File: config.mk
export PLATFORM = sky130hd
export DESIGN_NAME = fetch_pc_unit_flat
export DESIGN_NICKNAME = d
export VERILOG_FILES = /design/src/rtl/fetch_pc_if.sv /design/src/rtl/fetch_pc_unit.sv /design/src/flat_wrapper.sv
export SDC_FILE = /design/constraint.sdc
export NUM_CORES = 1
export LEC_CHECK = 0
export ABC_AREA = 1
export CELL_PAD_IN_SITES_DETAIL_PLACEMENT = 1
export CELL_PAD_IN_SITES_GLOBAL_PLACEMENT = 1
export CORE_UTILIZATION = 44
export DETAILED_ROUTE_END_ITERATION = 7
export DONT_BUFFER_PORTS = 1
export PLACE_DENSITY_LB_ADDON = 0.1
export SLEW_MARGIN = 20
export SYNTH_ARGS = -nofsm -noshare
export SYNTH_HDL_FRONTEND = slang
export SYNTH_SLANG_ARGS = --single-unit
File: constraint.sdc
create_clock -name Clk -period 4.93 [get_ports Clk]
set_clock_uncertainty 0.1 [all_clocks]
set_input_delay 0.986 -clock Clk [delete_from_list [all_inputs] [get_ports Clk]]
set_output_delay 0.986 -clock Clk [all_outputs]
set_load 0.05 [all_outputs]
File: src/rtl/fetch_pc_if.sv
// Fetch-stage control and status bundle between the decode/control side and the PC unit.
interface fetch_pc_if;
  logic        Stall;
  logic        BranchTaken;
  logic [15:0] BranchImm;
  logic        Jump;
  logic [25:0] JumpIndex;
  logic        JumpReg;
  logic [31:0] RegTarget;
  logic [31:0] PCAddress;
  logic [31:0] PCPlus4;
  logic        Halted;
  logic        Fault;
  logic [31:0] FaultAddr;
  logic [31:0] InstrCount;

  modport master (
    output Stall, BranchTaken, BranchImm, Jump, JumpIndex, JumpReg, RegTarget,
    input  PCAddress, PCPlus4, Halted, Fault, FaultAddr, InstrCount
  );

  modport slave (
    input  Stall, BranchTaken, BranchImm, Jump, JumpIndex, JumpReg, RegTarget,
    output PCAddress, PCPlus4, Halted, Fault, FaultAddr, InstrCount
  );
endinterface

File: src/rtl/fetch_pc_unit.sv
// Program counter / next-PC selection with halt (self-loop) detection,
// illegal-fetch fault capture and a saturating retired-instruction counter.
module fetch_pc_unit #(
  parameter logic [31:0] RESET_PC   = 32'h0000_0000,
  parameter int unsigned IMEM_BYTES = 512
) (
  input  logic       Clk,
  input  logic       Reset,
  fetch_pc_if.slave  bus
);

  localparam logic [31:0] IMEM_LIMIT = 32'(IMEM_BYTES);

  typedef enum logic [1:0] {
    S_RUN,
    S_HALT,
    S_FAULT
  } state_e;

  state_e      state_q, state_d;
  logic [31:0] pc_q, pc_d;
  logic [31:0] instr_cnt_q, instr_cnt_d;
  logic [31:0] fault_addr_q, fault_addr_d;

  logic [31:0]        pc_plus4;
  logic signed [31:0] br_off;
  logic [31:0]        br_tgt;
  logic [31:0]        jmp_tgt;
  logic [31:0]        npc;
  logic               sel_branch;
  logic               npc_illegal;

  function automatic logic [31:0] sat_inc(input logic [31:0] v);
    return (v == 32'hFFFF_FFFF) ? v : v + 32'd1;
  endfunction

  assign pc_plus4 = pc_q + 32'd4;
  assign br_off   = {{14{bus.BranchImm[15]}}, bus.BranchImm, 2'b00};
  assign br_tgt   = pc_plus4 + $unsigned(br_off);
  assign jmp_tgt  = {pc_plus4[31:28], bus.JumpIndex, 2'b00};

  // Priority: jr over j/jal over taken branch over sequential.
  always_comb begin
    npc        = pc_plus4;
    sel_branch = 1'b0;
    if (bus.JumpReg) begin
      npc = bus.RegTarget;
    end else if (bus.Jump) begin
      npc = jmp_tgt;
    end else if (bus.BranchTaken) begin
      npc        = br_tgt;
      sel_branch = 1'b1;
    end
  end

  assign npc_illegal = (npc[1:0] != 2'b00) || (npc >= IMEM_LIMIT);

  always_comb begin
    state_d      = state_q;
    pc_d         = pc_q;
    instr_cnt_d  = instr_cnt_q;
    fault_addr_d = fault_addr_q;
    if (state_q == S_RUN && !bus.Stall) begin
      if (npc_illegal) begin
        fault_addr_d = npc;
        state_d      = S_FAULT;
      end else if (sel_branch && (br_tgt == pc_q)) begin
        instr_cnt_d = sat_inc(instr_cnt_q);
        state_d     = S_HALT;
      end else begin
        pc_d        = npc;
        instr_cnt_d = sat_inc(instr_cnt_q);
      end
    end
  end

  always_ff @(posedge Clk) begin
    if (!Reset) begin
      state_q      <= S_RUN;
      pc_q         <= RESET_PC;
      instr_cnt_q  <= 32'd0;
      fault_addr_q <= 32'd0;
    end else begin
      state_q      <= state_d;
      pc_q         <= pc_d;
      instr_cnt_q  <= instr_cnt_d;
      fault_addr_q <= fault_addr_d;
    end
  end

  assign bus.PCAddress  = pc_q;
  assign bus.PCPlus4    = pc_plus4;
  assign bus.Halted     = (state_q == S_HALT);
  assign bus.Fault      = (state_q == S_FAULT);
  assign bus.FaultAddr  = fault_addr_q;
  assign bus.InstrCount = instr_cnt_q;

endmodule

File: src/flat_wrapper.sv
// flat-port wrapper written by rule: the top's interface ports become plain ports
module fetch_pc_unit_flat 
#(
  parameter logic [31:0] RESET_PC   = 32'h0000_0000,
  parameter int unsigned IMEM_BYTES = 512
)
  (Clk, Reset, bus_Stall, bus_BranchTaken, bus_BranchImm, bus_Jump, bus_JumpIndex, bus_JumpReg, bus_RegTarget, bus_PCAddress, bus_PCPlus4, bus_Halted, bus_Fault, bus_FaultAddr, bus_InstrCount);
  fetch_pc_if bus_i ();
  input  logic Clk;
  input  logic Reset;
  input wire logic [$bits(bus_i.Stall)-1:0] bus_Stall;
  input wire logic [$bits(bus_i.BranchTaken)-1:0] bus_BranchTaken;
  input wire logic [$bits(bus_i.BranchImm)-1:0] bus_BranchImm;
  input wire logic [$bits(bus_i.Jump)-1:0] bus_Jump;
  input wire logic [$bits(bus_i.JumpIndex)-1:0] bus_JumpIndex;
  input wire logic [$bits(bus_i.JumpReg)-1:0] bus_JumpReg;
  input wire logic [$bits(bus_i.RegTarget)-1:0] bus_RegTarget;
  output wire logic [$bits(bus_i.PCAddress)-1:0] bus_PCAddress;
  output wire logic [$bits(bus_i.PCPlus4)-1:0] bus_PCPlus4;
  output wire logic [$bits(bus_i.Halted)-1:0] bus_Halted;
  output wire logic [$bits(bus_i.Fault)-1:0] bus_Fault;
  output wire logic [$bits(bus_i.FaultAddr)-1:0] bus_FaultAddr;
  output wire logic [$bits(bus_i.InstrCount)-1:0] bus_InstrCount;
  assign bus_i.Stall = bus_Stall;
  assign bus_i.BranchTaken = bus_BranchTaken;
  assign bus_i.BranchImm = bus_BranchImm;
  assign bus_i.Jump = bus_Jump;
  assign bus_i.JumpIndex = bus_JumpIndex;
  assign bus_i.JumpReg = bus_JumpReg;
  assign bus_i.RegTarget = bus_RegTarget;
  assign bus_PCAddress = bus_i.PCAddress;
  assign bus_PCPlus4 = bus_i.PCPlus4;
  assign bus_Halted = bus_i.Halted;
  assign bus_Fault = bus_i.Fault;
  assign bus_FaultAddr = bus_i.FaultAddr;
  assign bus_InstrCount = bus_i.InstrCount;
  fetch_pc_unit #(.RESET_PC(RESET_PC), .IMEM_BYTES(IMEM_BYTES)) u_core (.Clk(Clk), .Reset(Reset), .bus(bus_i));
endmodule
==> reports/results.ini <==
[outcome]
status = finished, final reports clean

[route]
met2_length_um = 17500
drt_pre_antenna_iters = 5
route.top_layer_used = met5
detail_route.vias_per_cell = 5.62
met3RoutedLength_um = 3420
route.layer.met1.wl_um = 17200
remaining_drc_errors = 0
dr_total_vias = 10700
first_iter_violations = 805
finalWirelength_um = 39400
postRouteAntennaNets = 0
routedWlPerCell_um = 20.7

[place]
placedCellCount = 1885
placement.io_buffers = 0
post-dp-hpwl_um = 32100
finalWeightedCongestion = 0.969

[synth]
yosys.area_share.xor_xnor = 0.0584
synth_area_leader_cell = nand2_1
synth_warnings = 0
postSynth.topFlopCell = dfxtp_1
synth_area_in_simple_gates = 0.449
synth_sequential_area_ratio = 0.218
largest_family_of_logic_cells_by_synthesized_area = simple AND/OR/NAND/NOR gates
yosys_register_bits = 98
postSynthNetCount = 1711
post_synth_instance_area_um2 = 8990
yosysUniqueCellTypes = 42
netlist_instances = 1594
synth_commonest_cells = nand2_1 (549), inv_1 (214), nor2_1 (159)
synth_edf_count = 0
post_synth_fa_ha_maj_area_fraction = 0.0523
netlist.area_leader.share = 0.229
synth_mux_area_frac = 0
leading_cell_type_by_number_of_instances_after_synthesis = nand2_1
ys_async_rst_share = 0
post_synthesis_compound_gate_area_fraction = 0.103
netlist_top_cells_area = nand2_1 (23%), dfxtp_1 (22%), inv_1 (8.9%)
avgSynthCellArea_um2 = 5.64

[clocking]
worst_setup_hold_path_clk_slew_ns = 0.08
cts_hold_repair.buffers = 0
cts_max_level = 3
cts_tree = done
ctsLongestPathBuffers = 2
cts.sinks = 98
tritoncts.num_buffers = 9
worst_skew_pair.late_latency_ns = 0.36
clk_root_buffer_cell = clkbuf_16

[sta]
final-max-slew-violation-count = 0
finalSetupViolCount = 0
finalHoldViolations = 0
min_period_over_period = 0.957
finalCriticalPeriod_ns = 4.72
rsz_0062_raised_after_global_routing = yes
timing.max_slew.rel_slack = 0.330
fmax_mhz = 212
timing_worst_slew_pin_value_ns = 1.00

[floorplan]
core.rowCount = 51
io_pins = 210
die-area_um2 = 21000
chipHeight_um = 145
initial_utilization = 0.455
design.core.area_um2 = 19800
die_width_um = 145

[pwr]
worst_vdd_rail_ir_drop_uv = 203
power.leakage_uw = 0.00496
clockPowerShare = 0.380
p_int_uw = 1260
seqPwrFrac = 0.473
switchingPower_uw = 640
p_sw_frac = 0.337
power_per_cell_area_nw_per_um2 = 186
comb_power_share = 0.147

[critical_path]
critical_path.endpoint_type = flop
timing.critical_path.mode_cell = nand2_1
worst_ep_arrival_time_ns = 4.89
timing.critical_path.from_type = flop
slowest_stage = dfxtp_1
timing_worst_setup_path_type = flop to flop
critical-path-max-stage-delay_ns = 0.40
critPathRequiredTime_ns = 5.10
critical_path.max_fanout = 21

[global_routing]
largest_net_degree_at_the_start_of_global_routing = 79
grt_pass1_vias = 10600
grt.total_usage = 0.367
grt_first_pass_wirelength_um = 60000
grt_antenna_before_repair = 4
gr-total-overflow = 0

[hold_path]
hold_path.class = flop to flop

[layout]
design.final.nets = 1749
final_layout_size_suffix_gt1_frac = 0.0959
syn_to_final_growth_pct = 13.3
finish.utilization = 0.515
layoutNonFillerInstCount = 1904

[run]
max_cap_viol_count = 0

layer usage:
metal,GRT usage,up-vias
li1,-,5142
met1,0.485,5073
met2,0.575,415
met3,0.0903,63
met4,0.132,2
met5,0,-
registers in the layout (all words and copies together), names as in the netlist:
name                   cells
u_core.bus.PCAddress      32
u_core.state_q             2
u_core.bus.InstrCount     32
u_core.bus.FaultAddr      32
critical path, delay by kind of cell (launching register included):
| family | cells | cell delay [ns] |
|---|---|---|
| AND/OR/NAND/NOR | 20 | 2.79 |
| flip-flops | 1 | 0.40 |
| AO/OA/AOI/OAI | 1 | 0.16 |
| XOR/XNOR | 1 | 0.25 |
| buffers and inverters | 5 | 0.55 |
| adder cells (fa/ha/maj) | 1 | 0.37 |
cell usage in the layout (no fill, tap or decap), types with 5 or more instances in the layout:
master	n
ha_1	30
ha_2	5
a21oi_2	11
or2_2	10
inv_1	214
nand4_1	48
dfxtp_1	94
xor2_1	51
buf_4	72
a21boi_1	5
nor2_2	7
nor4_1	11
nor2_4	6
xnor2_1	8
clkbuf_16	9
o21ai_0	18
a21oi_1	122
nand2_1	546
nand3_1	136
nor2_1	151
nor3_1	20
buf_6	5
final timing paths:
| path | startpoint | end | slack [ns] | depth (start not counted) |
|---|---|---|---|---|
| setup reg to reg | u_core.bus.PCAddress[6] | u_core.bus.FaultAddr[7] | 0.21 | 28 |
| setup / recovery | u_core.bus.PCAddress[6] | u_core.bus.FaultAddr[7] | 0.21 | 28 |
| hold reg to reg | u_core.state_q[0] | u_core.state_q[0] | 0.41 | 2 |
| hold / removal | u_core.state_q[0] | u_core.state_q[0] | 0.41 | 2 |
metrics by stage:
step	TNS, ns	cell area (um^2)	setup slack, ns	hold WS [ns]	total power, uW
3_3_place_gp	0	9710	0.301	0.388	1180
3_5_place_dp	0	9710	0.185	0.399	1180
6_report	0	10200	0.212	0.414	1900
5_1_grt	-4.80	10200	-0.105	0.453	1950
2_1_floorplan	0	8990	0.332	0.364	1110
4_1_cts	0	10000	0.121	0.411	1890
layout make-up:
class | instances | area (um^2)
Inverter | 219 | 827
Timing Repair Buffer | 80 | 657
Antenna cell | 2 | 5.00
Multi-Input combinational cell | 1224 | 6100
Clock inverter | 7 | 71.3
Sequential cell | 98 | 1970
Clock buffer | 9 | 225
Tap cell | 265 | 332
Fill cell | 2884 | 9590
power by group through the flow:
stage	logic, uW	registers [uW]	clock network, uW
floorplan	199	908	0
global placement	261	915	0
detailed placement	267	915	0
CTS	269	896	724
global route	308	899	745
finish	279	896	721
kinds of logic (layout without fill, tap and decap cells):
group | count (synthesis) | count (layout)
AND/OR/NAND/NOR | 957 | 957
buffers and inverters | 272 | 315
AO/OA/AOI/OAI | 170 | 170
flip-flops | 98 | 98
XOR/XNOR | 60 | 60
adder cells (fa/ha/maj) | 37 | 37
other | 0 | 2
repair_timing:
| item | CTS | global route |
|---|---|---|
| buffers inserted | 0 | 1 |
| endpoints found under the setup margin | 0 | 97 |
| gates resized for setup | 0 | 47 |
(Power assumes the default switching activity.)
